`config.mk`:
```
export PLATFORM = sky130hd
export DESIGN_NAME = up2_mem_ctrl
export DESIGN_NICKNAME = d
export VERILOG_FILES = /design/src/rtl/up2_mem_ctrl.sv
export SDC_FILE = /design/constraint.sdc
export NUM_CORES = 1
export LEC_CHECK = 0
export ABC_AREA = 1
export BUFFER_PORTS_ARGS = -buffer_cell sky130_fd_sc_hd__buf_2
export CORE_ASPECT_RATIO = 0.8
export CORE_MARGIN = 2
export CORE_UTILIZATION = 30
export CTS_CLUSTER_DIAMETER = 50
export DETAILED_ROUTE_END_ITERATION = 12
export GPL_TIMING_DRIVEN = 0
export MAX_ROUTING_LAYER = met4
export PLACE_DENSITY = 0.49
export SYNTH_ARGS = -nofsm -noshare
export SYNTH_HDL_FRONTEND = slang
export SYNTH_SLANG_ARGS = --single-unit
```
`constraint.sdc`:
```
create_clock -name clk -period 2.2 [get_ports clk]
set_clock_uncertainty 0.15 [all_clocks]
set_input_delay 0.11 -clock clk [delete_from_list [all_inputs] [get_ports clk]]
set_output_delay 0.11 -clock clk [all_outputs]
set_load 0.05 [all_outputs]
```
`src/rtl/up2_mem_ctrl.sv`:
```
// UART byte-command sequencer for the up2 board memory: parses 'W' addr data / 'R' addr,
// issues single-cycle memory strobes and returns one response byte per command.
module up2_mem_ctrl #(
  parameter int unsigned ADDR_W      = 4,
  parameter int unsigned TIMEOUT_CYC = 1000000
) (
  input  logic              clk,
  input  logic              nRst,
  input  logic              rx_valid,
  input  logic [7:0]        rx_data,
  output logic              tx_valid,
  output logic [7:0]        tx_data,
  input  logic              tx_ready,
  output logic              mem_en,
  output logic              mem_we,
  output logic [ADDR_W-1:0] mem_addr,
  output logic [7:0]        mem_wdata,
  input  logic [7:0]        mem_rdata,
  output logic              busy,
  output logic              err,
  input  logic              err_clr
);

  localparam int unsigned CNT_W   = (TIMEOUT_CYC > 2) ? $clog2(TIMEOUT_CYC) : 1;
  localparam logic [7:0]  OP_WR   = 8'h57;
  localparam logic [7:0]  OP_RD   = 8'h52;
  localparam logic [7:0]  RSP_OK  = 8'h4B;
  localparam logic [7:0]  RSP_ERR = 8'h3F;

  typedef enum logic [2:0] {
    S_IDLE, S_ADDR, S_DATA, S_WR, S_RD, S_RDW, S_RESP
  } state_t;

  state_t             state, state_d;
  logic [CNT_W-1:0]   cnt, cnt_d;
  logic               is_wr, is_wr_d;
  logic               bad, bad_d;
  logic               tx_valid_d;
  logic [7:0]         tx_data_d;
  logic               mem_en_d, mem_we_d;
  logic [ADDR_W-1:0]  mem_addr_d;
  logic [7:0]         mem_wdata_d;
  logic               busy_d, err_d;
  logic               err_set_c;
  logic               addr_bad_c;
  logic               timeout_c;

  assign addr_bad_c = (rx_data >> ADDR_W) != 8'd0;
  assign timeout_c  = (cnt == CNT_W'(TIMEOUT_CYC - 1));

  // Next-state and next-output logic; every output below is registered.
  always_comb begin
    state_d     = state;
    cnt_d       = '0;
    is_wr_d     = is_wr;
    bad_d       = bad;
    tx_valid_d  = tx_valid;
    tx_data_d   = tx_data;
    mem_en_d    = 1'b0;
    mem_we_d    = 1'b0;
    mem_addr_d  = mem_addr;
    mem_wdata_d = mem_wdata;
    err_set_c   = 1'b0;

    case (state)
      S_IDLE: begin
        if (rx_valid) begin
          bad_d = 1'b0;
          if (rx_data == OP_WR) begin
            is_wr_d = 1'b1;
            state_d = S_ADDR;
          end else if (rx_data == OP_RD) begin
            is_wr_d = 1'b0;
            state_d = S_ADDR;
          end else begin
            err_set_c  = 1'b1;
            tx_valid_d = 1'b1;
            tx_data_d  = RSP_ERR;
            state_d    = S_RESP;
          end
        end
      end

      S_ADDR: begin
        if (rx_valid) begin
          if (addr_bad_c) begin
            err_set_c = 1'b1;
            // A bad write still consumes its data byte before answering.
            if (is_wr) begin
              bad_d   = 1'b1;
              state_d = S_DATA;
            end else begin
              tx_valid_d = 1'b1;
              tx_data_d  = RSP_ERR;
              state_d    = S_RESP;
            end
          end else begin
            mem_addr_d = rx_data[ADDR_W-1:0];
            if (is_wr) begin
              state_d = S_DATA;
            end else begin
              mem_en_d = 1'b1;
              state_d  = S_RD;
            end
          end
        end else if (timeout_c) begin
          err_set_c = 1'b1;
          state_d   = S_IDLE;
        end else begin
          cnt_d = cnt + CNT_W'(1);
        end
      end

      S_DATA: begin
        if (rx_valid) begin
          if (bad) begin
            tx_valid_d = 1'b1;
            tx_data_d  = RSP_ERR;
            state_d    = S_RESP;
          end else begin
            mem_wdata_d = rx_data;
            mem_en_d    = 1'b1;
            mem_we_d    = 1'b1;
            state_d     = S_WR;
          end
        end else if (timeout_c) begin
          err_set_c = 1'b1;
          state_d   = S_IDLE;
        end else begin
          cnt_d = cnt + CNT_W'(1);
        end
      end

      S_WR: begin
        err_set_c  = rx_valid;
        tx_valid_d = 1'b1;
        tx_data_d  = RSP_OK;
        state_d    = S_RESP;
      end

      S_RD: begin
        err_set_c = rx_valid;
        state_d   = S_RDW;
      end

      S_RDW: begin
        err_set_c  = rx_valid;
        tx_valid_d = 1'b1;
        tx_data_d  = mem_rdata;
        state_d    = S_RESP;
      end

      S_RESP: begin
        err_set_c = rx_valid;
        if (tx_ready) begin
          tx_valid_d = 1'b0;
          state_d    = S_IDLE;
        end
      end

      default: state_d = S_IDLE;
    endcase

    busy_d = (state_d != S_IDLE);
    err_d  = err_clr ? 1'b0 : (err | err_set_c);
  end

  // State and output registers.
  always_ff @(posedge clk or negedge nRst) begin
    if (!nRst) begin
      state     <= S_IDLE;
      cnt       <= '0;
      is_wr     <= 1'b0;
      bad       <= 1'b0;
      tx_valid  <= 1'b0;
      tx_data   <= 8'h00;
      mem_en    <= 1'b0;
      mem_we    <= 1'b0;
      mem_addr  <= '0;
      mem_wdata <= 8'h00;
      busy      <= 1'b0;
      err       <= 1'b0;
    end else begin
      state     <= state_d;
      cnt       <= cnt_d;
      is_wr     <= is_wr_d;
      bad       <= bad_d;
      tx_valid  <= tx_valid_d;
      tx_data   <= tx_data_d;
      mem_en    <= mem_en_d;
      mem_we    <= mem_we_d;
      mem_addr  <= mem_addr_d;
      mem_wdata <= mem_wdata_d;
      busy      <= busy_d;
      err       <= err_d;
    end
  end

endmodule
```
==> impl_metrics.json <==
{
  "switching_share_pct": 48.8,
  "finalHoldViolCount": 0,
  "cts_buffer_depth": 2,
  "finalMaxSlewViolations": 0,
  "synth_xor_area_share_pct": 1.73,
  "path_cells": "ha_1 -> nand3_1 -> nor2_1 -> nand3_1 -> nand2_1 -> nor2_1 -> nor3_1 -> nand2_1",
  "clk_pin_slew_ns": 0.09,
  "hold_path.class": "primary input to register",
  "synth-compound-area-share_pct": 9.87,
  "r2r_setup_slack_ns": 0.22,
  "critPathLaunchType": "register",
  "critPathLaunch": "cnt[0]",
  "die_y_um": 86.2,
  "crit_slowest_cell": "dfrtp_1",
  "synthTopCellsByCount": "59 x nand2_1, 50 x dfrtp_1, 50 x nor2_1",
  "dpl.hpwl_mm": 4.44,
  "rsz0062_at_grt": "no",
  "slew_headroom_pct": 22.9,
  "syn_area_sq_um": 2540,
  "cts.sinks": 50,
  "p_comb_share_pct": 48.4,
  "crit_arrival_ns": 2.00,
  "cts_tree": "done",
  "crit_required_ns": 2.22,
  "r2r_cells": 8,
  "setup_viol": 0,
  "cts.repair.resized": 0,
  "switchingPower_uw": 1760,
  "synth.most_common_cell": "nand2_1",
  "grt_pass1_vias": 2180,
  "io_buffers": 45,
  "r2r-end": "busy",
  "tightest_slew_ns": 1.16,
  "synth_cell_type_count": 27,
  "synth_top_area_cell": "dfrtp_1",
  "clk_latency_ns": 0.30,
  "drcViolationCount": 0,
  "total_power_uw": 3600,
  "ys_ff_latch": 50,
  "rows": 29,
  "worst-path-max-fanout": 3,
  "synth_area_per_cell_sq_um": 7.98,
  "initial_core_util_pct": 31.5,
  "r2r-start": "cnt[0]",
  "track_usage_pct": 14.7,
  "powerDensity_nw_per_um2": 1140,
  "setup_tns_ns": 0,
  "grt_first_pass_wirelength_mm": 10.6,
  "synth_top_area_share_pct": 49.3,
  "drt_wl_total_mm": 6.16,
  "synthFlopType": "dfrtp_1",
  "cts-htree-levels": 2,
  "min_period_ns": 1.98,
  "cts-root-buf": "clkbuf_8",
  "drive_gt1_share_pct": 20.9,
  "drtPass1Iterations": 4,
  "ys_seq_area_share_pct": 49.3,
  "nets": 409,
  "crit_family": "simple AND/OR/NAND/NOR gates",
  "cp.buffers_inverters": 0,
  "synth_top_family_by_area": "simple AND/OR/NAND/NOR gates",
  "syn_nets": 340,
  "synth-edff-count": 0,
  "drt-initial-drc-count": 144,
  "n_antenna_cell": 0,
  "crit_type": "register to register",
  "cp-endpoint": "busy",
  "post-route-period-util_pct": 89.8,
  "p_seq_share_pct": 36.0,
  "cp-end-kind": "register",
  "p_leak_uw": 0.00155,
  "fp.coreArea_sq_um": 8060,
  "grt_max_degree": 51,
  "status": "finished, final reports clean",
  "avgViaCountPerCell": 4.53,
  "syn-instance-count": 318,
  "synth_mux_area_share_pct": 0,
  "pwr-share-clk_pct": 15.6,
  "clock.fmax_mhz": 506,
  "synth_simple_gate_area_share_pct": 32.2,
  "cap_violations": 0,
  "die-area_sq_um": 9210,
  "pin_count": 46,
  "ant_nets": 0,
  "num_vias": 2249,
  "cts_buffers": 5,
  "wire_per_inst_um": 12.4,
  "peakVddDrop_v": 0.000581,
  "synth_adder_area_share_pct": 0.493,
  "max_stage_delay_ns": 0.40,
  "syn_to_final_growth_pct": 24.5,
  "cp_num_cells": 8,
  "post-cts-setup-buffer-count": 0,
  "yosysWarnings": 0,
  "synth_top_cells_by_area": "dfrtp_1 49%, nand2_1 8.7%, nor2_1 7.4%, nand3_1 5.5%, inv_1 4.6%",
  "antenna_found_initial": 0,
  "synthArstFlopShare_pct": 100,
  "grt-ovfl-total": 0,
  "gp_congestion": 0.862,
  "die-width_um": 107,
  "internal_power_uw": 1840
}
-- cells by family after synthesis --
family                   after synthesis
AND/OR/NAND/NOR                      173
flip-flops                            50
AO/OA/AOI/OAI                         47
buffers and inverters                 42
XOR/XNOR                               5
adder cells (fa/ha/maj)                1
-- flip-flops by register name, indices dropped and copies added, names as in the netlist --
name,flops
bad,1
busy,1
cnt,20
err,1
is_wr,1
mem_addr,4
mem_en,1
mem_wdata,8
mem_we,1
state,3
tx_data,8
tx_valid,1
-- placed cells by master, fill, tap and decap left out, types with 6 or more instances in the layout --
cell	n
o21ai_0	21
inv_1	31
nand4_1	8
a21oi_1	13
inv_2	7
dfrtp_1	50
nor3_1	6
buf_2	49
nand3_1	28
nand2_1	59
nor2_1	50
dlygate4sd3_1	17
o21ai_1	8
clkbuf_8	6
-- worst reg2reg max path: cells and delay by family, from the launching register on --
family	cells	cell delay (ns)
and+or+nand+nor	7	1.10
DFF	1	0.40
adders and majority gates	1	0.20
-- per-layer routing --
layer	track usage, %	wire (um)	up-vias
li1	-	-	1170
met1	21.8	3420	1040
met2	20.8	2510	37
met3	2.63	185	2
met4	3.54	40	0
met5	-	0	-
-- cell type report --
type,instances,area (sq um)
inverters,38,143
plain buffers,4,20.0
clock inverters,1,5.00
well taps,108,135
flip-flops and latches,50,1250
fillers,870,4900
multi-input cells,226,1120
repair buffers,62,395
clock buffers,7,86.3
-- what timing repair did --
action                                  in CTS  in global routing
endpoints found under the setup margin       0                  0
endpoints found under the hold margin       70                  0
hold buffers                                17                  0
-- per-stage QoR --
step | cell area, sq um | hold WS (ns) | std cells | setup WS, ns | utilization, %
after global routing | 3160 | 0.0452 | 496 | 0.0350 | 39.2
final | 3160 | 0.0199 | 496 | 0.225 | 39.2
after floorplan | 2540 | -0.336 | 318 | 0.563 | -
after detailed placement | 2900 | 0.113 | 471 | 0.257 | 36.0
after global placement | 2900 | 0.109 | 471 | 0.201 | 36.0
after CTS | 3160 | 0.00391 | 496 | 0.202 | 39.2
-- how the worst min path moves through the flow --
stage | start | to | slack (ns) | depth (start not counted)
global route | rx_data[6] | mem_wdata[6] | 0.05 | 3
global placement | err_clr | err | 0.11 | 2
CTS | rx_data[6] | mem_wdata[6] | 0.004 | 3
floorplan | nRst | bad | -0.34 | 0
finish | rx_data[6] | mem_wdata[6] | 0.02 | 3
detailed placement | err_clr | err | 0.11 | 2
-- power groups by stage --
stage          Sequential [uW]  Clock (uW)  Combinational, uW
6_report                  1290         561               1740
4_1_cts                   1290         596               1760
3_3_place_gp              1310           0               1740
2_1_floorplan             1940           0                663
5_1_grt                   1320         632               1910
3_5_place_dp              1310           0               1730
Power figures use the tool's default switching activity.
